### src/rtl/cpu_types_pkg.sv
// +------------------------------------------------------------------+
// | cpu_types_pkg                                                    |
// | Shared CPU word type and instruction-cache address field layout. |
// | Revision: 1.0                                                    |
// +------------------------------------------------------------------+
`default_nettype none

package cpu_types_pkg;

    typedef logic [31:0] word_t;

    localparam int ITAG_W = 26;
    localparam int IIDX_W = 4;
    localparam int IBYT_W = 2;

    typedef struct packed {
        logic [ITAG_W-1:0] tag;
        logic [IIDX_W-1:0] idx;
        logic [IBYT_W-1:0] bytoff;
    } icachef_t;

endpackage

`default_nettype wire

### src/rtl/icache.sv
// +------------------------------------------------------------------+
// | icache                                                           |
// | Direct-mapped, one-word-per-frame, read-only instruction cache.  |
// | Revision: 1.0                                                    |
// +------------------------------------------------------------------+
`default_nettype none

module icache
    import cpu_types_pkg::*;
#(
    parameter int ISETS = 16
) (
    input  logic  CLK,
    input  logic  nRST,
    input  logic  imemREN,
    input  word_t imemaddr,
    output logic  ihit,
    output word_t imemload,
    output logic  iREN,
    output word_t iaddr,
    input  logic  iwait,
    input  word_t iload
);

    localparam int IDX_W = $clog2(ISETS);
    localparam int TAG_W = 30 - IDX_W;

    localparam logic [0:0] IDLE  = 1'b0;
    localparam logic [0:0] FETCH = 1'b1;

    logic [0:0]       state_q, state_d;
    logic [29:0]      maddr_q, maddr_d;
    logic [ISETS-1:0] valid_q;
    logic [TAG_W-1:0] tag_q  [ISETS];
    word_t            data_q [ISETS];

    logic [IDX_W-1:0] w_idx;
    logic [TAG_W-1:0] w_tag;
    logic [IDX_W-1:0] w_midx;
    logic [TAG_W-1:0] w_mtag;
    logic             w_hit;
    logic             w_fill;
    logic             w_unused_offset;

    assign w_idx  = imemaddr[IDX_W+1:2];
    assign w_tag  = imemaddr[31:IDX_W+2];
    assign w_midx = maddr_q[IDX_W-1:0];
    assign w_mtag = maddr_q[29:IDX_W];

    // Byte offset never affects lookup: every frame holds one whole word.
    assign w_unused_offset = ^imemaddr[1:0];

    assign w_hit  = imemREN && (state_q == IDLE) && valid_q[w_idx] && (tag_q[w_idx] == w_tag);
    assign w_fill = (state_q == FETCH) && !iwait;

    assign ihit     = w_hit;
    assign imemload = w_hit ? data_q[w_idx] : '0;
    assign iREN     = (state_q == FETCH);
    assign iaddr    = (state_q == FETCH) ? {maddr_q, 2'b00} : '0;

    always_comb begin
        state_d = state_q;
        maddr_d = maddr_q;
        if (state_q == IDLE) begin
            if (imemREN && !w_hit) begin
                state_d = FETCH;
                maddr_d = imemaddr[31:2];
            end
        end else begin
            // Fill runs to completion regardless of what the datapath does now.
            if (!iwait) begin
                state_d = IDLE;
            end
        end
    end

    always_ff @(posedge CLK) begin
        if (!nRST) begin
            state_q <= IDLE;
            maddr_q <= '0;
            valid_q <= '0;
        end else begin
            state_q <= state_d;
            maddr_q <= maddr_d;
            if (w_fill) begin
                valid_q[w_midx] <= 1'b1;
            end
        end
    end

    // Tag/data need no reset; a fill pending at reset is dropped here.
    always_ff @(posedge CLK) begin
        if (nRST && w_fill) begin
            tag_q[w_midx]  <= w_mtag;
            data_q[w_midx] <= iload;
        end
    end

endmodule

`default_nettype wire

### config.mk
export PLATFORM = sky130hd
export DESIGN_NAME = icache
export DESIGN_NICKNAME = d
export VERILOG_FILES = /design/src/rtl/cpu_types_pkg.sv /design/src/rtl/icache.sv
export SDC_FILE = /design/constraint.sdc
export NUM_CORES = 1
export LEC_CHECK = 0
export BUFFER_PORTS_ARGS = -buffer_cell sky130_fd_sc_hd__buf_4
export CAP_MARGIN = 25
export CORE_MARGIN = 2
export CORE_UTILIZATION = 40
export CTS_BUF_LIST = sky130_fd_sc_hd__clkbuf_2 sky130_fd_sc_hd__clkbuf_4 sky130_fd_sc_hd__clkbuf_8
export CTS_CLUSTER_DIAMETER = 80
export DETAILED_ROUTE_END_ITERATION = 12
export GPL_TIMING_DRIVEN = 0
export SYNTH_ARGS = -nofsm -noshare
export SYNTH_HDL_FRONTEND = slang
export SYNTH_SLANG_ARGS = --single-unit
### constraint.sdc
create_clock -name CLK -period 7.9 [get_ports CLK]
set_clock_uncertainty 0.1 [all_clocks]
set_input_delay 1.58 -clock CLK [delete_from_list [all_inputs] [get_ports CLK]]
set_output_delay 1.58 -clock CLK [all_outputs]
set_load 0.005 [all_outputs]
==> metrics.md, run 1 <==
| Metric | Value |
|---|---|
| Initial core utilization | 40.2% |
| Leakage power | 15.2 nW |
| Number of distinct library cells after synthesis | 61 |
| Portion of the clock cycle consumed by the worst path in the final layout | 97.9% |
| DRC violations left | 0 |
| Number of enable-type register cells in the synthesized netlist | 928 |
| Pin count of the biggest net entering global routing | 21 |
| Max Root-Sink Buffers | 3 |
| Number of instances in the synthesized netlist | 1910 |
| Internal power | 8.26 mW |
| Seq pwr share | 54.9% |
| Critical Path End | imemload[23] |
| Number of buffers added by the clock tree synthesis step | 149 |
| Placement Rows | 114 |
| Hold_ws | 0.346 ns |
| Number of violations reported at the end of detailed-routing iteration 0 | 2471 |
| Total count of hold-check failures in the final report | 0 |
| Mean instance size in the synthesized netlist | 20.2 µm² |
| Most area-consuming cells after synthesis | sky130_fd_sc_hd__edfxtp_1, sky130_fd_sc_hd__mux4_2, sky130_fd_sc_hd__dfxtp_1, sky130_fd_sc_hd__mux2i_1, sky130_fd_sc_hd__and2_1 |
| Post-detailed-routing wire length | 105000 µm |
| Post-DR vias/cell | 5.77 |
| Area share of the largest cell type after synthesis | 72.1% |
| Source of the critical timing path | imemaddr[4] |
| R2r endpoint | maddr_q[26]$_SDFFE_PN0P_ |
| Initial antenna violation count | 7 |
| Yosys reg bits | 975 |
| Most numerous cell types in the synthesized netlist | sky130_fd_sc_hd__edfxtp_1, sky130_fd_sc_hd__mux4_2, sky130_fd_sc_hd__and2_1, sky130_fd_sc_hd__mux2i_1, sky130_fd_sc_hd__clkbuf_1 |
| Number of I/O pins | 134 |
| Clock latency on the worst-skew pair | 0.81 ns |
| Layout overhead on the synthesized area | 17.8% |
| Core Footprint | 0.0963 mm² |
| Max-slew headroom at the worst pin | 32.0% |
| Layout cell share with drive strength beyond 1 | 32.0% |
| Logic pwr share | 5.6% |
| Area of the die | 0.0992 mm² |
| Top flip-flop cell by instance count after synthesis | sky130_fd_sc_hd__edfxtp_1 |
| Overflow after GRT | 0 |
| Floorplan die width | 315 µm |
| Clock network fraction of total power | 39.5% |
| Post-route setup TNS | 0 ns |
| Arrival time at the worst endpoint | 6.06 ns |
| Total global routing track utilization | 21.4% |
| Port Buf Inserts | 124 |
| First-pass GRT wire length | 151000 µm |
| Clock tree from TritonCTS | built |
| Worst IR drop on VDD | 0.160 mV |
| Max-cap violations | 0 |
| Largest area contributor in the synthesized netlist | sky130_fd_sc_hd__edfxtp_1 |
| CP required | 6.22 ns |
| Switching part of the total power | 22.1% |
| Cell Pwr Density | 233 mW/mm² |
| Count of endpoints failing setup in the final report | 0 |
| Initial DRT Pass Iterations | 7 |
| Number of setup buffers added after CTS | 0 |
| Unrepaired setup endpoints after global routing | no |
| Sw power | 2.34 mW |
| Fill count | 7945 |
| Time the final worst path needs with I/O delays and setup | 7.74 ns |
| Most frequent cell after synthesis | sky130_fd_sc_hd__edfxtp_1 |
| Setup slack of the worst register-to-register path | 4.31 ns |
| Netlist area before placement | 0.0387 mm² |
| Die extent in y | 315 µm |
| Highest net fanout along the worst path | 10 |
| Async S/R FF share, synth | 0% |
| Via count of the first global-routing pass | 21200 |
| Worst r2r src | tag_q[15][20]$_DFFE_PP_ |
| Result of the run | finished clean |
| Master cell of the clock root buffer | sky130_fd_sc_hd__clkbuf_8 |
| Antenna-violating nets left | 0 |
| Total power of the final layout | 10.6 mW |
| Cell count after placement | 3388 |
| Gp weighted congestion | 0.902 |
| Hold WC Path Type | register to register |
| Final number of max-transition violations | 0 |
| Maximum achievable frequency | 129 MHz |
| Yosys synthesis warning count | 0 |
| Share of synthesized area occupied by flip-flops and latches | 74.5% |
| Slew @ Worst Pin | 1.02 ns |
| Endpoint type of the worst setup path | primary output |
| Number of nets in the final layout | 2332 |
| Length in cells of the worst reg-to-reg path | 10 |
| CP Class | primary input to primary output |
| Clock transition at the registers of the reported paths | 0.06 ns |
| Number of H-tree levels | 4 |
| HPWL after detailed placement | 69500 µm |
| Total number of vias | 21000 |
| Post-DR wirelength/cell | 28.9 µm |
| Crit start category | primary input |
| TritonCTS sink count | 975 |
| Number of standard cells in the layout, taps in and fillers out | 3642 |
## routing by layer
layer	share of wire (%)	track usage [%]	vias to the layer above
li1	-	-	8628
met1	42	29.8	11200
met2	48	34.1	992
met3	7.7	4.32	176
met4	2.4	6.55	10
met5	0.058	0	-
## worst max-delay path: stages
cell and delay (ns):
sky130_fd_sc_hd__buf_4 0.19, sky130_fd_sc_hd__buf_4 0.29, sky130_fd_sc_hd__buf_2 0.44, sky130_fd_sc_hd__buf_2 0.32, sky130_fd_sc_hd__clkdlybuf4s15_1 0.77, sky130_fd_sc_hd__nand4_1 0.15
sky130_fd_sc_hd__o21ai_0 0.13, sky130_fd_sc_hd__or4_1 0.19, sky130_fd_sc_hd__nand2_1 0.09, sky130_fd_sc_hd__nor4_1 0.38, sky130_fd_sc_hd__and4_1 0.69, sky130_fd_sc_hd__buf_4 0.34
sky130_fd_sc_hd__and2_1 0.29, sky130_fd_sc_hd__buf_4 0.16
## stage by stage
stage	area [µm²]	util (%)	setup slack, ns
global route	45500	47.3	0.0247
finish	45500	47.3	0.163
floorplan	38700	-	0.988
global placement	41200	42.8	-5.79
CTS	45500	47.3	0.0560
detailed placement	42600	44.2	-0.160
## how the worst min path moves through the flow
stage | from | endpoint | slack [ns] | depth (start not counted)
after detailed placement | valid_q[8]$_SDFFE_PN0P_ | valid_q[8]$_SDFFE_PN0P_ | 0.34 | 1
after global placement | valid_q[6]$_SDFFE_PN0P_ | valid_q[6]$_SDFFE_PN0P_ | 0.33 | 1
after global routing | valid_q[15]$_SDFFE_PN0P_ | valid_q[15]$_SDFFE_PN0P_ | 0.37 | 1
after CTS | valid_q[15]$_SDFFE_PN0P_ | valid_q[15]$_SDFFE_PN0P_ | 0.35 | 1
after floorplan | valid_q[10]$_SDFFE_PN0P_ | valid_q[10]$_SDFFE_PN0P_ | 0.32 | 1
final | valid_q[15]$_SDFFE_PN0P_ | valid_q[15]$_SDFFE_PN0P_ | 0.35 | 1
## timing repair
action / 4_1_cts / 5_1_grt
setup endpoints to repair: 16 / 6
hold buffers: 0 / 0
gates resized for setup: 1 / 2
## flip-flops by register name, indices dropped and copies added, names as in the netlist
name     cells
iREN         1
tag_q      416
data_q     512
maddr_q     30
valid_q     16
## power by group through the flow
| stage | Clock [mW] | Combinational [mW] | Sequential (mW) |
|---|---|---|---|
| global route | 4.48 | 0.626 | 5.82 |
| floorplan | 0 | 0.341 | 5.88 |
| finish | 4.19 | 0.592 | 5.82 |
| global placement | 0 | 0.558 | 5.92 |
| CTS | 4.26 | 0.590 | 5.82 |
| detailed placement | 0 | 0.587 | 5.93 |
## cells in the final DEF (no fill, tap or decap), types with 34 or more instances in the layout
master                     count
sky130_fd_sc_hd__dfxtp_1      47
sky130_fd_sc_hd__clkbuf_4     37
sky130_fd_sc_hd__clkbuf_1     59
sky130_fd_sc_hd__edfxtp_1    928
sky130_fd_sc_hd__buf_6        36
sky130_fd_sc_hd__a21oi_1      34
sky130_fd_sc_hd__nand3_1      35
sky130_fd_sc_hd__nand2_1      56
sky130_fd_sc_hd__mux2i_1      67
sky130_fd_sc_hd__mux4_2      249
sky130_fd_sc_hd__and2_1       68
sky130_fd_sc_hd__buf_4       139
sky130_fd_sc_hd__nor2_1       38
sky130_fd_sc_hd__clkbuf_8    158
## cells by family after synthesis
family	share of synthesized area (%)
other	0.00970
AND/OR/NAND/NOR	4.80
multiplexers	16.3
buffers and inverters	1.58
flip-flops	74.5
XOR/XNOR	0.521
AO/OA/AOI/OAI	2.29
## final cells by class
class                   count  area, µm²  area share (%)
clock buffers             195       2450            5.39
well taps                1276       1600            3.51
inverters                   4       18.8          0.0412
multi-input cells         811       9360            20.6
repair buffers            202       2210            4.85
clock inverters            57        487            1.07
plain buffers             121        603            1.32
flip-flops and latches    975      28800            63.3
diodes                      1       2.50         0.00550
(Power assumes the default switching activity.)
==> run 2, diff against run 1 <==
- BUFFER_PORTS_ARGS: -buffer_cell sky130_fd_sc_hd__buf_4 -> -buffer_cell sky130_fd_sc_hd__buf_2
- PLACE_DENSITY_LB_ADDON: unset -> 0.15
==> run 2 against run 1 <==
  * Critical path type unchanged
  * Die area stayed put
  * Count of clock-buffer cells in the layout increased by 32
  * Combinational power shrank 2%
  * Worst hold slack improved by 0.0061 ns
  * First-iteration DRC count fell by 9.0%
  * Wire length grew 3.6%
  * Final area is 0.12% lower
  * Critical path depth shrank 3
  * Total power increased by 0.91%
  * Sequential share of layout area grew 0.073 points
==> metrics.md, run 2 (synthesized netlist as in run 1, its figures left out) <==
| Metric | Value |
|---|---|
| Result of the run | finished clean |
| Initial core utilization | 40.2% |
| Length in cells of the worst reg-to-reg path | 10 |
| TritonCTS sink count | 975 |
| CP Class | primary input to primary output |
| Summed area of non-filler cells in the final layout | 0.0455 mm² |
| Number of H-tree levels | 4 |
| Total power of the final layout | 10.7 mW |
| Critical Path End | imemload[28] |
| Worst IR drop on VDD | 0.153 mV |
| Setup slack of the worst register-to-register path | 4.31 ns |
| Number of flip-flops under the largest register name | 512 |
| Seq. cell area | 0.0288 mm² |
| Number of buffers added to fix hold violations after cts | 0 |
| Cell Pwr Density | 235 mW/mm² |
| Post-DR wirelength/cell | 29.7 µm |
| CP required | 6.22 ns |
| Most frequent cells in the layout | sky130_fd_sc_hd__edfxtp_1, sky130_fd_sc_hd__mux4_2, sky130_fd_sc_hd__clkbuf_8, sky130_fd_sc_hd__buf_2, sky130_fd_sc_hd__and2_1 |
| Unrepaired setup endpoints after global routing | no |
| Core Footprint | 0.0963 mm² |
| Pin count of the biggest net entering global routing | 21 |
| Leakage power | 15.3 nW |
| Highest net fanout along the worst path | 10 |
| Clock latency on the worst-skew pair | 0.83 ns |
| Area of placed instances | 0.0424 mm² |
| Source of the critical timing path | imemaddr[5] |
| Hold WC Path Type | register to register |
| Post-route worst setup slack | 0.271 ns |
| Max Root-Sink Buffers | 3 |
| Number of I/O pins | 134 |
| Max-slew headroom at the worst pin | 32.8% |
| Worst r2r src | tag_q[14][20]$_DFFE_PP_ |
| Multi-input logic area | 0.00936 mm² |
| Layout overhead on the synthesized area | 17.6% |
| Maximum achievable frequency | 131 MHz |
| Clock transition at the registers of the reported paths | 0.06 ns |
| Port Buf Inserts | 124 |
| Post-route setup TNS | 0 ns |
| Via count of the first global-routing pass | 21400 |
| Endpoint type of the worst setup path | primary output |
| Post-detailed-routing wire length | 109000 µm |
| Final Util | 47.2% |
| Count of endpoints failing setup in the final report | 0 |
| Worst-case setup slack after placement | 0.111 ns |
| Gp weighted congestion | 0.868 |
| R2r endpoint | maddr_q[13]$_SDFFE_PN0P_ |
| Total number of vias | 21000 |
| Slew @ Worst Pin | 1.01 ns |
| Layout cell share with drive strength beyond 1 | 32.7% |
| Die extent in y | 315 µm |
| Max-cap violations | 0 |
| Startpoint of the most critical hold path | valid_q[2]$_SDFFE_PN0P_ |
| Number of setup buffers added after CTS | 0 |
| Initial DRT Pass Iterations | 6 |
| Initial antenna violation count | 7 |
| Antenna-violating nets left | 0 |
| Final number of max-transition violations | 0 |
| Hold_ws | 0.352 ns |
| Clock tree from TritonCTS | built |
| Area of the die | 0.0992 mm² |
| Register name with the most flops | data_q |
| Total count of hold-check failures in the final report | 0 |
| Portion of the clock cycle consumed by the worst path in the final layout | 96.6% |
| Gates resized, CTS repair | 0 |
| Number of violations reported at the end of detailed-routing iteration 0 | 2248 |
| Cell count after placement | 3393 |
| Total global routing track utilization | 22.2% |
| Number of standard cells in the layout, taps in and fillers out | 3682 |
| Placement Rows | 114 |
| Post-DR vias/cell | 5.71 |
| Overflow after GRT | 0 |
| Crit start category | primary input |
| Arrival time at the worst endpoint | 5.95 ns |
| Master cell of the clock root buffer | sky130_fd_sc_hd__clkbuf_8 |
| HPWL after detailed placement | 72600 µm |
| Number of nets in the final layout | 2346 |
| Number of buffers added by the clock tree synthesis step | 159 |
| Biggest regs | data_q: 512 flops, tag_q: 416 flops, maddr_q: 30 flops |
| Floorplan die width | 315 µm |
| Time the final worst path needs with I/O delays and setup | 7.63 ns |
| First-pass GRT wire length | 155000 µm |
| Fill count | 8070 |
| Most common cell after layout, fill and taps aside | sky130_fd_sc_hd__edfxtp_1 |
| DRC violations left | 0 |
## run 2: worst min-delay path by stage
stage                                          end  slack (ns)  depth (start not counted)
after floorplan           valid_q[10]$_SDFFE_PN0P_        0.32                          1
after global placement    valid_q[14]$_SDFFE_PN0P_        0.33                          1
after detailed placement   valid_q[6]$_SDFFE_PN0P_        0.34                          1
after CTS                  valid_q[6]$_SDFFE_PN0P_        0.35                          1
after global routing      valid_q[13]$_SDFFE_PN0P_        0.37                          1
final                      valid_q[2]$_SDFFE_PN0P_        0.35                          1
## run 2: critical path, cell delays in order
cell,delay [ns]
sky130_fd_sc_hd__clkbuf_1,0.22
sky130_fd_sc_hd__buf_2,0.42
sky130_fd_sc_hd__clkinv_1,0.59
sky130_fd_sc_hd__clkbuf_1,0.52
sky130_fd_sc_hd__clkbuf_2,0.45
sky130_fd_sc_hd__o31ai_1,0.59
sky130_fd_sc_hd__nor4bb_1,0.27
sky130_fd_sc_hd__and4_1,0.48
sky130_fd_sc_hd__buf_4,0.33
sky130_fd_sc_hd__and2_1,0.30
sky130_fd_sc_hd__buf_2,0.16
## run 2: routing by layer
layer	vias to the layer above	share of wire, %	GRT usage, %
met2	906	49	36.3
li1	8686	-	-
met5	-	0.029	0
met4	6	2.3	6.73
met3	182	6.9	4.39
met1	11200	41	30.4
## run 2: area by class of cell
type	instances	share of cell area (%)
diodes	2	0.0110
plain buffers	121	1.31
clock buffers	227	5.97
clock inverters	60	0.858
inverters	4	0.0330
multi-input cells	811	20.6
flip-flops and latches	975	63.3
well taps	1276	3.51
repair buffers	206	4.38
## run 2: power by group
group / leakage [nW] / internal [mW] / switching (mW)
sequential: 8.83 / 5.73 / 0.0906
combinational: 4.86 / 0.236 / 0.345
clock: 1.65 / 2.29 / 2.00
total: 15.3 / 8.26 / 2.43
